**config.mk**
```make
export PLATFORM = sky130hd
export DESIGN_NAME = ssb_bus_arbiter
export DESIGN_NICKNAME = d
export VERILOG_FILES = /design/src/rtl/ssb_bus_arbiter.sv
export SDC_FILE = /design/constraint.sdc
export NUM_CORES = 1
export LEC_CHECK = 0
export CORE_AREA = 2 2 99 101
export DETAILED_ROUTE_END_ITERATION = 12
export DIE_AREA = 0 0 101 103
export SYNTH_ARGS = -nofsm -noshare
export SYNTH_HDL_FRONTEND = slang
export SYNTH_SLANG_ARGS = --single-unit
export TNS_END_PERCENT = 50
```
**constraint.sdc**
```tcl
create_clock -name clk_sys_i -period 3.1 [get_ports clk_sys_i]
set_input_delay 0.62 -clock clk_sys_i [delete_from_list [all_inputs] [get_ports clk_sys_i]]
set_output_delay 0.62 -clock clk_sys_i [all_outputs]
set_load 0.1 [all_outputs]
```
**src/rtl/ssb_bus_arbiter.sv**
```systemverilog
// Three-host arbiter for the shared system bus: debug (h0) has fixed priority, instr (h1) and data (h2) round-robin.
// Optional starvation guard against debug lockout is enabled by defining SSB_ARB_STARVE_GUARD_EN.
module ssb_bus_arbiter #(
  parameter int AddrWidth   = 32,
  parameter int DataWidth   = 32,
  parameter int StarveLimit = 8
) (
  input  logic                   clk_sys_i,
  input  logic                   rst_sys_i,
  input  logic                   h0_req_i,
  input  logic [AddrWidth-1:0]   h0_addr_i,
  input  logic                   h0_we_i,
  input  logic [DataWidth/8-1:0] h0_be_i,
  input  logic [DataWidth-1:0]   h0_wdata_i,
  output logic                   h0_gnt_o,
  output logic                   h0_rvalid_o,
  input  logic                   h1_req_i,
  input  logic [AddrWidth-1:0]   h1_addr_i,
  output logic                   h1_gnt_o,
  output logic                   h1_rvalid_o,
  input  logic                   h2_req_i,
  input  logic [AddrWidth-1:0]   h2_addr_i,
  input  logic                   h2_we_i,
  input  logic [DataWidth/8-1:0] h2_be_i,
  input  logic [DataWidth-1:0]   h2_wdata_i,
  output logic                   h2_gnt_o,
  output logic                   h2_rvalid_o,
  output logic                   ssb_req_o,
  output logic [AddrWidth-1:0]   ssb_addr_o,
  output logic                   ssb_we_o,
  output logic [DataWidth/8-1:0] ssb_be_o,
  output logic [DataWidth-1:0]   ssb_wdata_o,
  output logic [1:0]             arb_owner_o,
  output logic                   arb_starve_o
);

  localparam int BeW = DataWidth / 8;

  localparam logic [1:0] OWN_H0   = 2'd0;
  localparam logic [1:0] OWN_H1   = 2'd1;
  localparam logic [1:0] OWN_H2   = 2'd2;
  localparam logic [1:0] OWN_NONE = 2'd3;

  logic       rr_q, rr_d;
  logic [1:0] owner_q, owner_d;
  logic [1:0] sel;
  logic       core_req;
  logic       starve_fire;

  assign core_req = h1_req_i | h2_req_i;

`ifdef SSB_ARB_STARVE_GUARD_EN
  localparam int CntW = $clog2(StarveLimit + 1);
  localparam logic [CntW-1:0] CntMax = CntW'(StarveLimit);

  logic [CntW-1:0] starve_cnt_q, starve_cnt_d;

  assign starve_fire = !rst_sys_i && h0_req_i && core_req && (starve_cnt_q == CntMax);

  // Saturates while debug wins against a waiting core host; any core grant clears it.
  always_comb begin
    starve_cnt_d = starve_cnt_q;
    if (sel == OWN_H1 || sel == OWN_H2) begin
      starve_cnt_d = '0;
    end else if (sel == OWN_H0 && core_req && starve_cnt_q != CntMax) begin
      starve_cnt_d = starve_cnt_q + 1'b1;
    end
  end

  always_ff @(posedge clk_sys_i) begin
    if (rst_sys_i) begin
      starve_cnt_q <= '0;
    end else begin
      starve_cnt_q <= starve_cnt_d;
    end
  end
`else
  logic [31:0] starve_limit_unused;
  assign starve_limit_unused = 32'(StarveLimit);
  assign starve_fire = 1'b0;
`endif

  assign arb_starve_o = starve_fire;

  always_comb begin
    sel = OWN_NONE;
    if (!rst_sys_i) begin
      if (h0_req_i && !starve_fire) begin
        sel = OWN_H0;
      end else if (h1_req_i && h2_req_i) begin
        sel = rr_q ? OWN_H2 : OWN_H1;
      end else if (h1_req_i) begin
        sel = OWN_H1;
      end else if (h2_req_i) begin
        sel = OWN_H2;
      end
    end
  end

  assign h0_gnt_o  = (sel == OWN_H0);
  assign h1_gnt_o  = (sel == OWN_H1);
  assign h2_gnt_o  = (sel == OWN_H2);
  assign ssb_req_o = h0_gnt_o | h1_gnt_o | h2_gnt_o;

  // Instr host is read-only, so its write-side payload stays zero.
  always_comb begin
    ssb_addr_o  = '0;
    ssb_we_o    = 1'b0;
    ssb_be_o    = '0;
    ssb_wdata_o = '0;
    case (sel)
      OWN_H0: begin
        ssb_addr_o  = h0_addr_i;
        ssb_we_o    = h0_we_i;
        ssb_be_o    = h0_be_i;
        ssb_wdata_o = h0_wdata_i;
      end
      OWN_H1: begin
        ssb_addr_o = h1_addr_i;
      end
      OWN_H2: begin
        ssb_addr_o  = h2_addr_i;
        ssb_we_o    = h2_we_i;
        ssb_be_o    = h2_be_i;
        ssb_wdata_o = h2_wdata_i;
      end
      default: begin
        ssb_be_o = {BeW{1'b0}};
      end
    endcase
  end

  always_comb begin
    rr_d    = rr_q;
    owner_d = sel;
    if (sel == OWN_H1) begin
      rr_d = 1'b1;
    end else if (sel == OWN_H2) begin
      rr_d = 1'b0;
    end
  end

  always_ff @(posedge clk_sys_i) begin
    if (rst_sys_i) begin
      rr_q    <= 1'b0;
      owner_q <= OWN_NONE;
    end else begin
      rr_q    <= rr_d;
      owner_q <= owner_d;
    end
  end

  // A response pending when reset arrives is suppressed, not delivered late.
  assign h0_rvalid_o = (owner_q == OWN_H0) && !rst_sys_i;
  assign h1_rvalid_o = (owner_q == OWN_H1) && !rst_sys_i;
  assign h2_rvalid_o = (owner_q == OWN_H2) && !rst_sys_i;
  assign arb_owner_o = owner_q;

endmodule

```
==> results.txt <==
----------------------------------------------------
[Die]
  Die width ... roughly 100 microns
  Floorplan row count ... 36
  Core Region ... around 0.0095 sq mm
  Ports ... 254
  Die ar. ... between 0.01 and 0.015 sq mm
  Starting density of the core ... between 15 and 20%
  Die Y-Extent ... between 100 and 150 microns

[STA]
  Number of max-slew violations in the final report ... 0
  Post-route fraction of the period consumed by the critical path ... 97.2%
  Worst setup skew after layout ... 0.00583 ns
  Count of endpoints failing hold in the final timing report ... 0
  Final Hold Slack ... around 0.62 ns
  Tmin final ... approximately 3.0 ns
  Setup repair after global routing missed its margin ... no
  Highest clock frequency the design can meet ... 0.332 GHz
  Max-slew headroom ... between 40% and 50%
  Final setup violation count ... 0
  Transition time of the tightest slew-check pin ... 0.851 ns

[Power and ir drop]
  Flop pwr share ... 2.9%
  Clock network fraction of design power ... under 10%
  Static leakage power ... 2.16 nW
  Power density over the cells ... about 250 mW/mm^2
  Internal power component ... roughly 740 uW
  Switching power summed over all nets ... 787 uW
  Overall Power ... roughly 1.5 mW
  Switching share of power ... approximately 52%
  Combinational Power Share ... around 89%
  Peak supply drop ... roughly 0.20 mV

[Clocking]
  H-tree lvl count ... 1
  Master cell of the clock root buffer ... sky130_fd_sc_hd__clkbuf_8
  Clock tree from TritonCTS ... built
  Clock buffer count from CTS ... 3
  Latest clock arrival within the worst-skew pair ... 0.22 ns
  Worst-case clock buffer depth ... 2
  Clock transition at the register clock pins on the worst setup and hold paths after CTS ... roughly 0.04 ns
  Clk sink count ... 3

[Placement]
  Placed inst area ... approximately 0.0059 sq mm
  Number of cells in the design after placement ... 595
  Detailed-placement wirelength estimate ... between 8000 and 9000 microns
  Global placement routability congestion ... 0.922
  Number of input and output port buffers inserted ... 252

[Layout]
  Post-layout instance area ... roughly 0.006 sq mm
  # diodes ... 0
  Final layout net count ... about 670
  Fraction of layout instances using a drive strength above 1 ... about 49%
  Filler instances ... roughly 760
  Number of standard cells in the layout, taps in and fillers out ... 602
  Layout area overhead ... 318%
  Final Util ... a little under two thirds

[Global routing]
  Total routing resource utilization after global routing ... 19.3%
  Largest net degree at the start of global routing ... 32
  Total gr overflow ... 0
  Number of antenna violations at the first check in global routing ... 0
  Via count of the first global-routing pass ... around 3.1k
  Wire length of the first global-routing pass ... 16000 microns

[Logic synthesis]
  Average cell area after synthesis ... 7.42 sq um
  Number of distinct library cells after synthesis ... 20
  Gate count of the mapped netlist ... approximately 190
  Syn. warnings ... 0
  Number of register bits inferred by synthesis ... 3
  Mapped Nets ... between 300 and 400
  Sequential cell area fraction in the yosys report ... under 10%
  Synthesized cell area ... approximately 0.0014 sq mm

[Status]
  Outcome ... finished, final reports clean

[Route]
  Count of vias placed by the detailed router ... 3003
  Routed len/inst ... approximately 18 microns
  First-pass detailed-route iteration total ... 7
  Routed Wire Length ... 10600 microns
  DRT iter0 DRCs ... slightly below 200
  Post-detailed-route count of antenna-violating nets ... 0
  Via density per instance ... 4.99
  Residual DRC count ... 0

[Setup path]
  Arrival time of the worst setup path ... approximately 2.4 ns
  Depth of the worst register-to-register path ... 4
  Required time of the worst setup path ... around 2.5 ns
  R2r setup slk ... approximately 1.4 ns
  Crit end category ... output pin
  Destination of the worst register-to-register timing path ... arb_owner_o[0]$_SDFF_PP1_
  Reg-to-reg critical path startpoint ... rr_q$_SDFFE_PP0P_
  Crit Path Category ... in2out
  Worst-path fanout max ... 22
  Startpoint Class ... input port

[Worst hold path]
  Hold Crit Start ... rr_q$_SDFFE_PP0P_
  Hold Path Class ... reg2reg
  Worst min-delay path endpoint ... rr_q$_SDFFE_PP0P_
  Worst hold stages ... 2

[Job]
  Number of max-capacitance violations reported ... 0

----------------------------------------------------
[cell type report]
cell class | count | area [sq um] | area share [%]
Clock buffer | 4 | 45.0 | 0.749
Timing Repair Buffer | 322 | 3930 | 65.3
Sequential cell | 3 | 60.1 | 0.998
Multi-Input combinational cell | 158 | 1830 | 30.5
Tap cell | 114 | 143 | 2.37
Inverter | 1 | 3.75 | 0.0624
[per-stage QoR]
stage                     setup slack, ns  setup TNS, ns
after floorplan                    -0.790         -11.20
after global placement             -0.255         -12.74
after detailed placement           -0.346         -17.84
after CTS                          0.0159              0
after global routing               0.0312              0
final                              0.0856              0
[worst max-delay path by stage]
stage	startpoint	end	slack, ns
3_3_place_gp	h0_req_i	ssb_be_o[1]	-0.26
4_1_cts	rst_sys_i	ssb_addr_o[1]	0.02
3_5_place_dp	h2_req_i	ssb_addr_o[1]	-0.35
5_1_grt	h1_req_i	ssb_addr_o[20]	0.03
2_1_floorplan	arb_owner_o[1]$_SDFF_PP1_	h2_rvalid_o	-0.79
6_report	h1_req_i	ssb_addr_o[1]	0.09
[critical path: stages]
cell and delay [ns]:
sky130_fd_sc_hd__clkbuf_2 0.09, sky130_fd_sc_hd__buf_4 0.12, sky130_fd_sc_hd__nor3b_4 0.16, sky130_fd_sc_hd__or2_4 0.25, sky130_fd_sc_hd__ha_4 0.19, sky130_fd_sc_hd__buf_12 0.16, sky130_fd_sc_hd__a222oi_1 0.39, sky130_fd_sc_hd__buf_4 0.20
sky130_fd_sc_hd__nor2_4 0.03, sky130_fd_sc_hd__buf_12 0.16
[cell families after synthesis]
logic type	count (synthesis)	synth area share [%]
compound gates	74	44.3
fa+ha+maj	5	4.35
buf+inv	33	14.3
flops	3	4.17
mux	1	0.696
other cells	1	0.261
simple gates	77	31.8
[Yosys cell counts, drive strengths merged]
cell	n	area (sq um)
a222oi	32	320
o21bai	3	22.5
a22oi	37	278
mux2i	1	10.0
or2	2	12.5
a21boi	1	7.51
nor3	38	290
dfxtp	3	60.1
conb	1	3.75
nor2	34	128
inv	1	3.75
buf	25	176
o21ba	1	10.0
clkbuf	7	26.3
ha	5	62.6
nor3b	3	27.5
[power by group through the flow]
stage	clock network, mW	registers [mW]	logic [mW]
2_1_floorplan	0	0.0582	0.722
3_3_place_gp	0	0.0450	1.34
5_1_grt	0.132	0.0452	1.41
4_1_cts	0.126	0.0449	1.37
6_report	0.121	0.0449	1.36
3_5_place_dp	0	0.0452	1.35
[cell usage in the layout, fill, tap and decap left out, drive strengths merged]
master	synthesis	final
clkdlybuf4s50	0	170
buf	25	149
nor3	38	38
a22oi	37	37
nor2	34	34
a222oi	32	32
clkbuf	7	7
ha	5	5
dfxtp	3	3
nor3b	3	3
o21bai	3	3
or2	2	2
a21boi	1	1
o21ba	1	1
inv	1	1
mux2i	1	1
conb	1	1
[repair_timing]
item / 4_1_cts / 5_1_grt
setup endpoints to repair: 70 / 60
hold buffers: 0 / 0
buffers inserted: 2 / 1
gates resized for setup: 12 / 8
pin swaps: 8 / 6
gates cloned: 2 / 0
hold endpoints to repair: 0 / 0
[flip-flops by register name, indices dropped and copies added, names as in the netlist]
register / count
rr_q: 1
arb_owner_o: 2
[routing by layer]
layer | GRT usage (%) | wire length (microns) | up-vias
li1 | - | - | 1402
met1 | 20.9 | 3590 | 1427
met2 | 38.4 | 5930 | 160
met3 | 3.53 | 925 | 14
met4 | 4.57 | 166 | 0
met5 | 0 | 0 | -
(Power assumes the default switching activity.)
==> patch: new RTL, config.mk and constraints unchanged <==
Set the parameter `AddrWidth` to 40 (it was 32).
--- a/src/rtl/ssb_bus_arbiter.sv
+++ b/src/rtl/ssb_bus_arbiter.sv
@@ -1,7 +1,7 @@
 // Three-host arbiter for the shared system bus: debug (h0) has fixed priority, instr (h1) and data (h2) round-robin.
 // Optional starvation guard against debug lockout is enabled by defining SSB_ARB_STARVE_GUARD_EN.
 module ssb_bus_arbiter #(
-  parameter int AddrWidth   = 32,
+  parameter int AddrWidth   = 40,
   parameter int DataWidth   = 32,
   parameter int StarveLimit = 8
 ) (
Ports: changed (resized h0_addr_i, h1_addr_i, h2_addr_i and ssb_addr_o); port bits go from 254 to 286. The function was not compared with the original's and may differ.
==> patch against the unedited design <==
Via count is 5.2% higher. Total power up 2.6%. Clock skew fell by 4.1 ps. Final area up 1.6%. Area after synthesis increased by 16%. Sequential cell count unchanged. Worst hold slack improved by 25 ps. Count of clock-buffer cells in the layout unchanged. Die area unchanged. Worst setup slack better by 21 ps. Wire length up 17%. Critical path type unchanged. Largest power group unchanged.
==> patch: results (changes against the unedited design) <==
| Metric | Value |
|---|---|
| Run status | finished, final reports clean |
| Grt met2 use | 0.419 (+0.0354) |
| WP data arrival | 2370 ps (-20 ps) |
| Share of layout cells above drive strength 1 | 0.379 (-0.111) |
| Sw Pwr | 823 µW (+4.5%) |
| Dpl cells | 607 (+2.0%) |
| Multi-input gate area | 1720 µm² (-6.4%) |
| Met2 routed WL | 6740 µm (+14%) |
| DR vias | 3158 (+5.2%) |
| Yosys cell types | 21 (+5.0%) |
| #MultiIn Comb | 174 (+10%) |
| Fill cells | 767 (+1.2%) |
| Final Cell Area | 6110 µm² (+1.6%) |
| Placed Area | 5910 µm² (-0.23%) |
| Crit path to | ssb_addr_o[6] |
| Routed WL | 12400 µm (+17%) |
| DR pass1 iterations | 8 (+1) |
| Sequential element share of the synthesized area | 0.0361 (-0.00565) |
| Peak VDD IR | 286 µV (+40%) |
| DR WL met3 | 937 µm (+1.3%) |
| Synth top cells by count | nor2_1 (42), a222oi_1 (40), a22oi_1 (37), nor3_2 (37), buf_2 (18) |
| Detailed Place HPWL | 9910 µm (+15%) |
| Met1 Wirelength | 4520 µm (+26%) |
| Pleak | 2.22 nW (+2.9%) |
| Buffers excl. clock | 325 (+0.93%) |
| Slew HR | 0.351 (-0.0812) |
| Crit Path Max Fanout | 13 (-41%) |
| Max Clock Skew | 1.76 ps (-4.07 ps) |
| GRT Overall Usage | 0.221 (+0.0284) |
| Worst reg-to-reg path cell count | 8 (+4) |
| FF-to-FF setup slack | 1380 ps (+20 ps) |
| M3 GR Usage | 0.0407 (+0.00542) |
| Sequential cell area share | 0.00983 (-0.000155) |
| Port bufs | 284 (+13%) |
| Iteration-0 DRC Markers | 254 (+29%) |
| CP max stage delay | 330 ps (-60 ps) |
[patch: kinds of logic after synthesis]
group | after synthesis | synth area share
buffers and inverters | 37 | 0.140
AO/OA/AOI/OAI | 82 | 0.434
other | 1 | 0.00225
multiplexers | 1 | 0.00602
adder cells (fa/ha/maj) | 5 | 0.0376
flip-flops | 3 | 0.0361
AND/OR/NAND/NOR | 85 | 0.344
[patch: worst min path at each step]
stage,startpoint,endpoint,slack [ps],depth (start not counted)
finish,rr_q,rr_q,650,2
floorplan,rr_q,rr_q,530,2
global placement,rr_q,rr_q,560,2
global route,rr_q,rr_q,680,2
CTS,rr_q,rr_q,630,2
detailed placement,rr_q,rr_q,600,2
[patch: repair_timing]
action	CTS	global route
resized for setup	11	9
pin swaps	8	7
hold buffers	0	0
hold endpoints to repair	0	0
setup buffers	6	3
gates cloned	1	0
endpoints found under the setup margin	78	30
